### src/rtl/max7219_pkg.sv
// Shared constants for the MAX7219 receive-side model:
// register-map addresses and serial frame width.
package max7219_pkg;

    localparam int FRAME_BITS = 16;

    localparam logic [3:0] ADDR_NOOP      = 4'h0;
    localparam logic [3:0] ADDR_DIGIT0    = 4'h1;
    localparam logic [3:0] ADDR_DIGIT1    = 4'h2;
    localparam logic [3:0] ADDR_DIGIT2    = 4'h3;
    localparam logic [3:0] ADDR_DIGIT3    = 4'h4;
    localparam logic [3:0] ADDR_DIGIT4    = 4'h5;
    localparam logic [3:0] ADDR_DIGIT5    = 4'h6;
    localparam logic [3:0] ADDR_DIGIT6    = 4'h7;
    localparam logic [3:0] ADDR_DIGIT7    = 4'h8;
    localparam logic [3:0] ADDR_DECODE    = 4'h9;
    localparam logic [3:0] ADDR_INTENSITY = 4'hA;
    localparam logic [3:0] ADDR_SCANLIM   = 4'hB;
    localparam logic [3:0] ADDR_SHUTDOWN  = 4'hC;
    localparam logic [3:0] ADDR_TEST      = 4'hF;

endpackage

### src/rtl/max7219_rx_shift.sv
// SPI receive front end: synchronisers, edge detection,
// 16-bit shift register and saturating bit counter.
module spi_rx_shift
    import max7219_pkg::*;
#(
    parameter int SYNC_STAGES = 2
) (
    input  logic        clk,
    input  logic        reset,
    input  logic        sclk,
    input  logic        mosi,
    input  logic        cs,
    output logic        frame_done,
    output logic [15:0] frame_word,
    output logic        frame_short
);

    logic [SYNC_STAGES-1:0] sclk_sync_q, sclk_sync_d;
    logic [SYNC_STAGES-1:0] mosi_sync_q, mosi_sync_d;
    logic [SYNC_STAGES-1:0] cs_sync_q, cs_sync_d;
    logic                   sclk_prev_q, sclk_prev_d;
    logic                   cs_prev_q, cs_prev_d;
    logic [15:0]            shift_reg_q, shift_reg_d;
    logic [4:0]             bit_cnt_q, bit_cnt_d;

    logic       sclk_s, mosi_s, cs_s;
    logic       sclk_rise, cs_fall, cs_rise, shift_en;
    logic [4:0] cnt_base;

    always_comb begin
        sclk_sync_d = {sclk_sync_q[SYNC_STAGES-2:0], sclk};
        mosi_sync_d = {mosi_sync_q[SYNC_STAGES-2:0], mosi};
        cs_sync_d   = {cs_sync_q[SYNC_STAGES-2:0], cs};
        sclk_s      = sclk_sync_q[SYNC_STAGES-1];
        mosi_s      = mosi_sync_q[SYNC_STAGES-1];
        cs_s        = cs_sync_q[SYNC_STAGES-1];
        sclk_prev_d = sclk_s;
        cs_prev_d   = cs_s;
        sclk_rise   = sclk_s & ~sclk_prev_q;
        cs_fall     = ~cs_s & cs_prev_q;
        cs_rise     = cs_s & ~cs_prev_q;
        // An sclk edge coinciding with the cs rise still lands before the latch
        shift_en    = sclk_rise & (~cs_s | cs_rise);
        cnt_base    = cs_fall ? 5'd0 : bit_cnt_q;
        shift_reg_d = shift_reg_q;
        bit_cnt_d   = cnt_base;
        if (shift_en) begin
            shift_reg_d = {shift_reg_q[14:0], mosi_s};
            if (cnt_base < 5'(FRAME_BITS)) begin
                bit_cnt_d = cnt_base + 5'd1;
            end
        end
        frame_done  = cs_rise & (bit_cnt_d == 5'(FRAME_BITS));
        frame_short = cs_rise & (bit_cnt_d != 5'(FRAME_BITS));
        frame_word  = shift_reg_d;
    end

    // cs idles high so leaving reset with cs high is not seen as an edge
    always_ff @(posedge clk or posedge reset) begin
        if (reset) begin
            sclk_sync_q <= '0;
            mosi_sync_q <= '0;
            cs_sync_q   <= '1;
            sclk_prev_q <= 1'b0;
            cs_prev_q   <= 1'b1;
            shift_reg_q <= '0;
            bit_cnt_q   <= '0;
        end else begin
            sclk_sync_q <= sclk_sync_d;
            mosi_sync_q <= mosi_sync_d;
            cs_sync_q   <= cs_sync_d;
            sclk_prev_q <= sclk_prev_d;
            cs_prev_q   <= cs_prev_d;
            shift_reg_q <= shift_reg_d;
            bit_cnt_q   <= bit_cnt_d;
        end
    end

endmodule

### src/rtl/max7219_rx.sv
// MAX7219 receive-side model: register file decoded from SPI
// frames plus a registered multiplexed row scanner.
module max7219_rx
    import max7219_pkg::*;
#(
    parameter int SYNC_STAGES = 2,
    parameter int SCAN_DIV    = 1000
) (
    input  logic       clk,
    input  logic       reset,
    input  logic       sclk,
    input  logic       mosi,
    input  logic       cs,
    output logic       frame_valid,
    output logic [3:0] frame_addr,
    output logic [7:0] frame_data,
    output logic       frame_err,
    output logic       shutdown_n,
    output logic [7:0] decode_mode,
    output logic [3:0] intensity,
    output logic [2:0] scan_limit,
    output logic       display_test,
    output logic [7:0] row_sel,
    output logic [7:0] row_data
);

    localparam int PW = (SCAN_DIV > 1) ? $clog2(SCAN_DIV) : 1;

    logic        done, short_frame;
    logic [15:0] word;
    logic [3:0]  addr;
    logic [7:0]  data;
    logic        unused_cmd;

    logic            valid_q, valid_d, err_q, err_d;
    logic [3:0]      addr_q, addr_d;
    logic [7:0]      data_q, data_d;
    logic [7:0][7:0] digit_q, digit_d;
    logic [7:0]      decode_q, decode_d;
    logic [3:0]      inten_q, inten_d;
    logic [2:0]      limit_q, limit_d;
    logic            shdn_q, shdn_d;
    logic            test_q, test_d;
    logic [PW-1:0]   presc_q, presc_d;
    logic [2:0]      row_q, row_d;
    logic [7:0]      sel_q, sel_d;
    logic [7:0]      rdata_q, rdata_d;

    spi_rx_shift #(.SYNC_STAGES(SYNC_STAGES)) u_shift (
        .clk         (clk),
        .reset       (reset),
        .sclk        (sclk),
        .mosi        (mosi),
        .cs          (cs),
        .frame_done  (done),
        .frame_word  (word),
        .frame_short (short_frame)
    );

    assign addr       = word[11:8];
    assign data       = word[7:0];
    assign unused_cmd = ^word[15:12];

    always_comb begin
        valid_d  = done;
        err_d    = short_frame;
        addr_d   = addr_q;
        data_d   = data_q;
        digit_d  = digit_q;
        decode_d = decode_q;
        inten_d  = inten_q;
        limit_d  = limit_q;
        shdn_d   = shdn_q;
        test_d   = test_q;
        if (done) begin
            addr_d = addr;
            data_d = data;
            if (addr >= ADDR_DIGIT0 && addr <= ADDR_DIGIT7) begin
                digit_d[3'(addr - ADDR_DIGIT0)] = data;
            end
            case (addr)
                ADDR_DECODE:    decode_d = data;
                ADDR_INTENSITY: inten_d  = data[3:0];
                ADDR_SCANLIM:   limit_d  = data[2:0];
                ADDR_SHUTDOWN:  shdn_d   = data[0];
                ADDR_TEST:      test_d   = data[0];
                default:        ;
            endcase
        end
    end

    always_comb begin
        presc_d = presc_q + PW'(1);
        row_d   = row_q;
        if (presc_q == PW'(SCAN_DIV - 1)) begin
            presc_d = '0;
            // A shrunken scan limit sends the next advance back to row 0
            row_d   = (row_q >= limit_q) ? 3'd0 : row_q + 3'd1;
        end
        sel_d   = 8'd1 << row_q;
        rdata_d = digit_q[row_q];
        if (test_q) begin
            rdata_d = 8'hFF;
        end else if (!shdn_q) begin
            sel_d   = '0;
            rdata_d = '0;
        end
    end

    always_ff @(posedge clk or posedge reset) begin
        if (reset) begin
            valid_q  <= 1'b0;
            err_q    <= 1'b0;
            addr_q   <= '0;
            data_q   <= '0;
            digit_q  <= '0;
            decode_q <= '0;
            inten_q  <= '0;
            limit_q  <= '0;
            shdn_q   <= 1'b0;
            test_q   <= 1'b0;
            presc_q  <= '0;
            row_q    <= '0;
            sel_q    <= '0;
            rdata_q  <= '0;
        end else begin
            valid_q  <= valid_d;
            err_q    <= err_d;
            addr_q   <= addr_d;
            data_q   <= data_d;
            digit_q  <= digit_d;
            decode_q <= decode_d;
            inten_q  <= inten_d;
            limit_q  <= limit_d;
            shdn_q   <= shdn_d;
            test_q   <= test_d;
            presc_q  <= presc_d;
            row_q    <= row_d;
            sel_q    <= sel_d;
            rdata_q  <= rdata_d;
        end
    end

    assign frame_valid  = valid_q;
    assign frame_err    = err_q;
    assign frame_addr   = addr_q;
    assign frame_data   = data_q;
    assign decode_mode  = decode_q;
    assign intensity    = inten_q;
    assign scan_limit   = limit_q;
    assign shutdown_n   = shdn_q;
    assign display_test = test_q;
    assign row_sel      = sel_q;
    assign row_data     = rdata_q;

endmodule
### config.mk
export PLATFORM = sky130hd
export DESIGN_NAME = max7219_rx
export DESIGN_NICKNAME = d
export VERILOG_FILES = /design/src/rtl/max7219_pkg.sv /design/src/rtl/max7219_rx_shift.sv /design/src/rtl/max7219_rx.sv
export SDC_FILE = /design/constraint.sdc
export NUM_CORES = 1
export LEC_CHECK = 0
export CORE_MARGIN = 2
export CORE_UTILIZATION = 55
export CTS_BUF_LIST = sky130_fd_sc_hd__clkbuf_16
export DETAILED_ROUTE_END_ITERATION = 12
export DONT_BUFFER_PORTS = 1
export PLACE_DENSITY = 0.79
export SLEW_MARGIN = 20
export SYNTH_ARGS = -nofsm -noshare
export SYNTH_HDL_FRONTEND = slang
export SYNTH_SLANG_ARGS = --single-unit
### constraint.sdc
create_clock -name clk -period 8.3 [get_ports clk]
set_clock_uncertainty 0.05 [all_clocks]
set_input_delay 2.49 -clock clk [delete_from_list [all_inputs] [get_ports clk]]
set_output_delay 2.49 -clock clk [all_outputs]
set_load 0.01 [all_outputs]
# Yosys cells after proc, flatten, opt, wreduce, memory -nomap -nowiden
# Index checks and enable logic that the tools add are counted.
dict set report op_classes {
  add_sub_neg 4
  order_cmp 7
  eq_ne 8
  shifts 1
  muxes 15
  n_bitwise 10
  n_reduce_logical 8
}
# operator count
set ops {}
lappend ops {{$bwmux W64} 1}
lappend ops {{$mux W8} 6}
lappend ops {{$bmux W8 S3} 1}
lappend ops {{$demux W8 S3} 1}
lappend ops {{$eq A4 B4 Y1 const B} 5}
lappend ops {{$mux W5} 3}
lappend ops {{$mux W12} 1}
lappend ops {{$reduce_and A2 Y1} 6}
lappend ops {{$add A10 B1 Y10 const B} 1}
lappend ops {{$eq A10 B10 Y1 const B} 1}
lappend ops {{$mux W10} 1}
lappend ops {{$lt A3 B4 Y1 const B} 2}
lappend ops {{$shl A1 B3 Y8 const A} 1}
lappend ops {{$and A1 B1 Y1} 6}
lappend ops {{$add A5 B1 Y5 const B} 1}
lappend ops {{$eq A5 B5 Y1 const B} 1}
lappend ops {{$lt A5 B5 Y1 const B} 1}
lappend ops {{$ne A5 B5 Y1 const B} 1}
lappend ops {{$ge A4 B1 Y1 const B} 1}
lappend ops {{$le A4 B4 Y1 const B} 1}
lappend ops {{$add A3 B1 Y3 const B} 1}
lappend ops {{$ge A3 B1 Y1 const B} 1}
lappend ops {{$ge A3 B3 Y1} 1}
lappend ops {{$mux W3} 1}
lappend ops {{other kinds (4)} 7}
dict set report word_totals {
  ff_bits 149
  output_inout_bits 47
  wordCells 81
}

# Depth between registers and ports, before layout
dict set report depth {
  ltp_word 11
  depth_mapped 16
  depth_no_buf 12
}

# Hierarchy
# A second synthesis with hierarchy kept.
dict set report unflattened {
  hier_cells 484
  hier_area_um2 6693.9
}
# mod n_inst cells_each area_each_um2 seq_area_each_um2
set by_module_without_submodules {}
lappend by_module_without_submodules {max7219_rx 1 405 5572.8 3103.0}
lappend by_module_without_submodules {spi_rx_shift 1 79 1121.1 729.4}

# Least setup slack after synthesis
# OpenSTA, ideal clock, no wires.
dict set report synth_path {
  kind {reg2reg}
  startpoint {register u_shift.sclk_prev_q}
  endpoint {register digit_q[10] (netlist bit)}
  setup_ns 0.125
  t_arrival_ns 3.162
  setup_slack_ns 4.964
  path_stages_with_launch 16
  path_cell_list {dfrtp_1 > nand2b_1 > nor2_2 > clkbuf_1 > nand2_1 > nand2_1 > inv_1 > ha_1 > clkbuf_1 > xor2_1 > a211oi_1 > o21ai_0 > nor4b_4 > and3_1 > buf_4 > mux2_2}
}
dict set report synth_between {
  elab_chain_cells 10
  word_cells_on_any_way 18
  cone_classes {add/sub: 1; order compare: 4; eq/ne: 1; mux: 5; bitwise: 4; reduce/logical: 3}
}
# element line_no
set synth_lines {}
lappend synth_lines {{start: declaration} max7219_rx_shift.sv:21} ;# logic sclk_prev_q, sclk_prev_d;
lappend synth_lines {{start signal: assignment} max7219_rx_shift.sv:72} ;# sclk_prev_q <= sclk_prev_d;
lappend synth_lines {{$not A1 Y1 (*)} max7219_rx_shift.sv:39} ;# sclk_rise = sclk_s & ~sclk_prev_q;
lappend synth_lines {{$and A1 B1 Y1 (*)} max7219_rx_shift.sv:39}
lappend synth_lines {{$and A1 B1 Y1 (*)} max7219_rx_shift.sv:43} ;# shift_en = sclk_rise & (~cs_s | cs_rise);
lappend synth_lines {{$mux W12 (*)} max7219_rx_shift.sv:47} ;# if (shift_en) begin
lappend synth_lines {{via u_shift.frame_word[9]} max7219_rx_shift.sv:14} ;# output logic [15:0] frame_word,
lappend synth_lines {{$sub A3 B1 Y3} max7219_rx.sv:79} ;# digit_d[3'(addr - ADDR_DIGIT0)] = data;
lappend synth_lines {{$lt A3 B4 Y1 (not written as such) / $ge A3 B1 Y1 (equally long branches)} max7219_rx.sv:79}
lappend synth_lines {{$logic_and A1 B1 Y1 (not written as such)} max7219_rx.sv:79}
lappend synth_lines {{$mux W8 (not written as such)} max7219_rx.sv:79}
lappend synth_lines {{$demux W8 S3} max7219_rx.sv:79}
lappend synth_lines {{$bwmux W64} max7219_rx.sv:79}
lappend synth_lines {{end signal: assignment} max7219_rx.sv:131} ;# digit_q <= digit_d;
lappend synth_lines {{end: declaration} max7219_rx.sv:38} ;# logic [7:0][7:0] digit_q, digit_d;
# The timed path passes the listed nets; every way through them passes the cells marked *.
# A chain may end at the register's enable or synchronous reset.

# Worst setup path in the final report
dict set report layout_path {
  startpoint {register u_shift.sclk_prev_q}
  endpoint {register digit_q[47] (netlist bit)}
}
# Same word-level chain as after synthesis.

==> run metrics <==
met1 Use GR=0.2817; crit-path cells=nand2b_1 > nor2_2 > mux2i_2 > inv_1 > ha_1 > nor2_1 > o22ai_1 > a211oi_1 > or4_1 > mux2_4; Max clock buf depth=2; hold_ws=slightly above 0.3 ns; global routing's busiest layer=met2; Mapped Area=a little under 7000 µm²; First DRT Iteration DRCs=approximately 230; Crit path largest cell delay=slightly below 0.8 ns; vias=about 3.8k; Filler Cells Inserted=883; drt first pass iters=5; TritonCTS Buffers=17; Max-slew headroom=0.3334; first-pass GRT wire length=around 21000 µm; clock sinks=roughly 150; top_reg_cell synth=dfrtp_1; Netlist cell types=53; Fmax=between 200 and 250 MHz; critical path's top delay family=simple AND/OR/NAND/NOR gates; final setup fails=0; Slew @ Worst Pin=between 0.9 and 1 ns; Residual DRC=0; Routed Antenna Nets=0; final WL=~13000 µm; most frequent cells in the layout=146 x dfrtp_1, 78 x mux2_2, 63 x nand2_1, 17 x clkbuf_16; worst hold path class=reg2reg; Critical Path RT=approximately 8.6 ns; worst skew pair latency=~0.42 ns; total congestion overflow=0; Initial Util=0.5627; vias per cell=roughly 6; VDD IR-drop max=approximately 0.19 mV; WP data arrival=~4.4 ns; Post-layout nets=514; Power Total=between 1.5 and 2 mW; PostCTS Resize Cnt=0; MaxCap Viol Count=0; CP Capture Type=register; Die Ht=around 110 µm; Slowest cell on crit path=a211oi_1; critical path launch point=u_shift.sclk_prev_q$_DFF_PP0_; initial antenna violation count=0; global-route track usage on met3=0.07200; pwr dens=221.7 nW/µm²; synth-to-layout area growth=9.425%; Final min period=~4.2 ns; commonest non-fill, non-tap cell in the layout=dfrtp_1; Final Hold Fails=0; Cell Rows=40; core footprint=between 10000 and 15000 µm²; Avg Synthesized Cell Area=about 13 µm²; crit-path max FO=14; CTS tree=yes; htree depth=4; EDFF count, synth=0; asr flop ratio synth=1.000; clock root buffer=clkbuf_16; Clock transition at path regs=0.06 ns; WL per Instance=about 19 µm; Startpoint Class=register; Cells after Synth=502; outcome=finished, final reports clean; synth warn=0; setup TNS=0 ns; Post-Syn Nets=between 500 and 600; IO Pins=52; hold wc startpoint=u_shift.cs_sync_q[0]$_DFF_PP1_; largest net degree at the start of global routing=92; vias in the first global route=about 4.0k; fin crit share=0.5047; RSZ-0062 raised after global routing=no; Final Max Tran Viols=0; Global Route Usage Sum=0.2154; full die area=between 10000 and 15000 µm²; Worst R2R Start=u_shift.sclk_prev_q$_DFF_PP0_; share of cells above drive strength 1=0.3176; sequential fraction of the synthesis area=0.5546; Leak=~3.6 nW; DP HPWL=8239 µm; Post-CTS Hold Buffers=0; I/O Buffers=0; Die W=about 110 µm; Bufs and invs on worst path=1; Setup CP Type=reg2reg; met2 Use GR=0.3357; GPL Wtd Cong=around 0.86; n_diodes=0; post-CTS setup buffers=0; Yosys reg bits=about 150
-- per-layer routing --
| metal | part of all wire | up-vias | routed length, µm |
|---|---|---|---|
| li1 | - | 1746 | - |
| met4 | 0.019 | 0 | 248 |
| met5 | 0 | - | 0 |
| met3 | 0.042 | 21 | 530 |
| met2 | 0.49 | 77 | 6208 |
| met1 | 0.45 | 1980 | 5759 |
-- state kept, by name, summed over array words and instances, names as in the netlist, 2 cells and up --
signal	cells
u_shift.cs_sync_q	2
decode_mode	8
scan_limit	3
intensity	4
frame_data	8
u_shift.bit_cnt_q	5
row_sel	8
u_shift.shift_reg_q	12
presc_q	10
digit_q	64
row_q	3
frame_addr	4
row_data	8
u_shift.mosi_sync_q	2
u_shift.sclk_sync_q	2
-- power by group --
part	internal [mW]	leakage [nW]	switching, mW
combinational	0.0406	1.32	0.104
sequential	0.746	2.04	0.0172
clock	0.437	0.271	0.289
total	1.22	3.63	0.410
-- kinds of logic (layout without fill, tap and decap cells) --
family	Yosys count	after routing	synth area share
AO/OA/AOI/OAI	32	32	0.03514
multiplexers	115	115	0.2283
flip-flops	149	149	0.5546
XOR/XNOR	9	9	0.01171
adder cells (fa/ha/maj)	15	15	0.02789
buffers and inverters	42	47	0.02919
AND/OR/NAND/NOR	140	140	0.1132
-- through the flow --
step | setup WS, ns | area (µm²) | util | std cells
global route | 3.775 | 7365 | 0.6157 | 654
detailed placement | 4.222 | 6795 | 0.5681 | 622
CTS | 4.126 | 7361 | 0.6154 | 654
global placement | 4.311 | 6795 | 0.5681 | 622
finish | 4.111 | 7365 | 0.6157 | 654
floorplan | 1.757 | 6730 | - | 502
-- cell usage after synthesis (2+ instances only) --
library cell  instances  area (µm²)
dfrtp_1             146        3654
mux2_2               78       878.3
nand2_1              63       236.5
clkbuf_1             19       71.32
mux2_4               16       240.2
mux4_2               16       360.4
ha_1                 15       187.7
nand3_1              13       65.06
nor2_1               13       48.80
inv_1                12       45.04
a21o_1                9       67.56
a21oi_1               8       40.04
and3_1                7       43.79
nand2b_1              6       37.54
and2_1                5       31.28
xor2_1                5       43.79
buf_2                 4       20.02
nor2b_1               4       25.02
xnor2_1               4       35.03
a211oi_1              3       22.52
buf_4                 3       22.52
buf_6                 3       33.78
dfstp_2               3       78.83
mux2i_1               3       30.03
nor4_1                3       18.77
o21ai_0               3       15.01
o22ai_1               3       18.77
and4b_1               2       20.02
mux2i_2               2       27.53
nand3_2               2       20.02
nand3b_1              2       15.01
nand4_1               2       12.51
nor3b_1               2       15.01
nor4b_4               2       47.55
o21a_1                2       15.01
or4_1                 2       15.01
-- layout make-up --
class | count | area, µm² | area share
timing repair buffer | 3 | 26.28 | 0.003568
sequential | 149 | 3732 | 0.5068
inverter | 12 | 50.05 | 0.006796
clock buffer | 17 | 425.4 | 0.05776
multi-input combinational | 311 | 2806 | 0.3811
clock inverter | 15 | 140.1 | 0.01903
tap | 147 | 183.9 | 0.02497
-- worst paths after layout --
check | to | slack [ns] | depth (start not counted)
min in group asynchronous | row_sel[2]$_DFF_PP0_ | 1.93 | 1
max in group asynchronous | scan_limit[0]$_DFFE_PP0P_ | 5.10 | 2
hold / removal | u_shift.cs_sync_q[1]$_DFF_PP1_ | 0.31 | 0
setup / recovery | digit_q[47]$_DFFE_PP0P_ | 4.11 | 10
hold reg to reg | u_shift.cs_sync_q[1]$_DFF_PP1_ | 0.31 | 0
setup reg to reg | digit_q[47]$_DFFE_PP0P_ | 4.11 | 10
No activity file was read; power rests on OpenSTA's default activity.
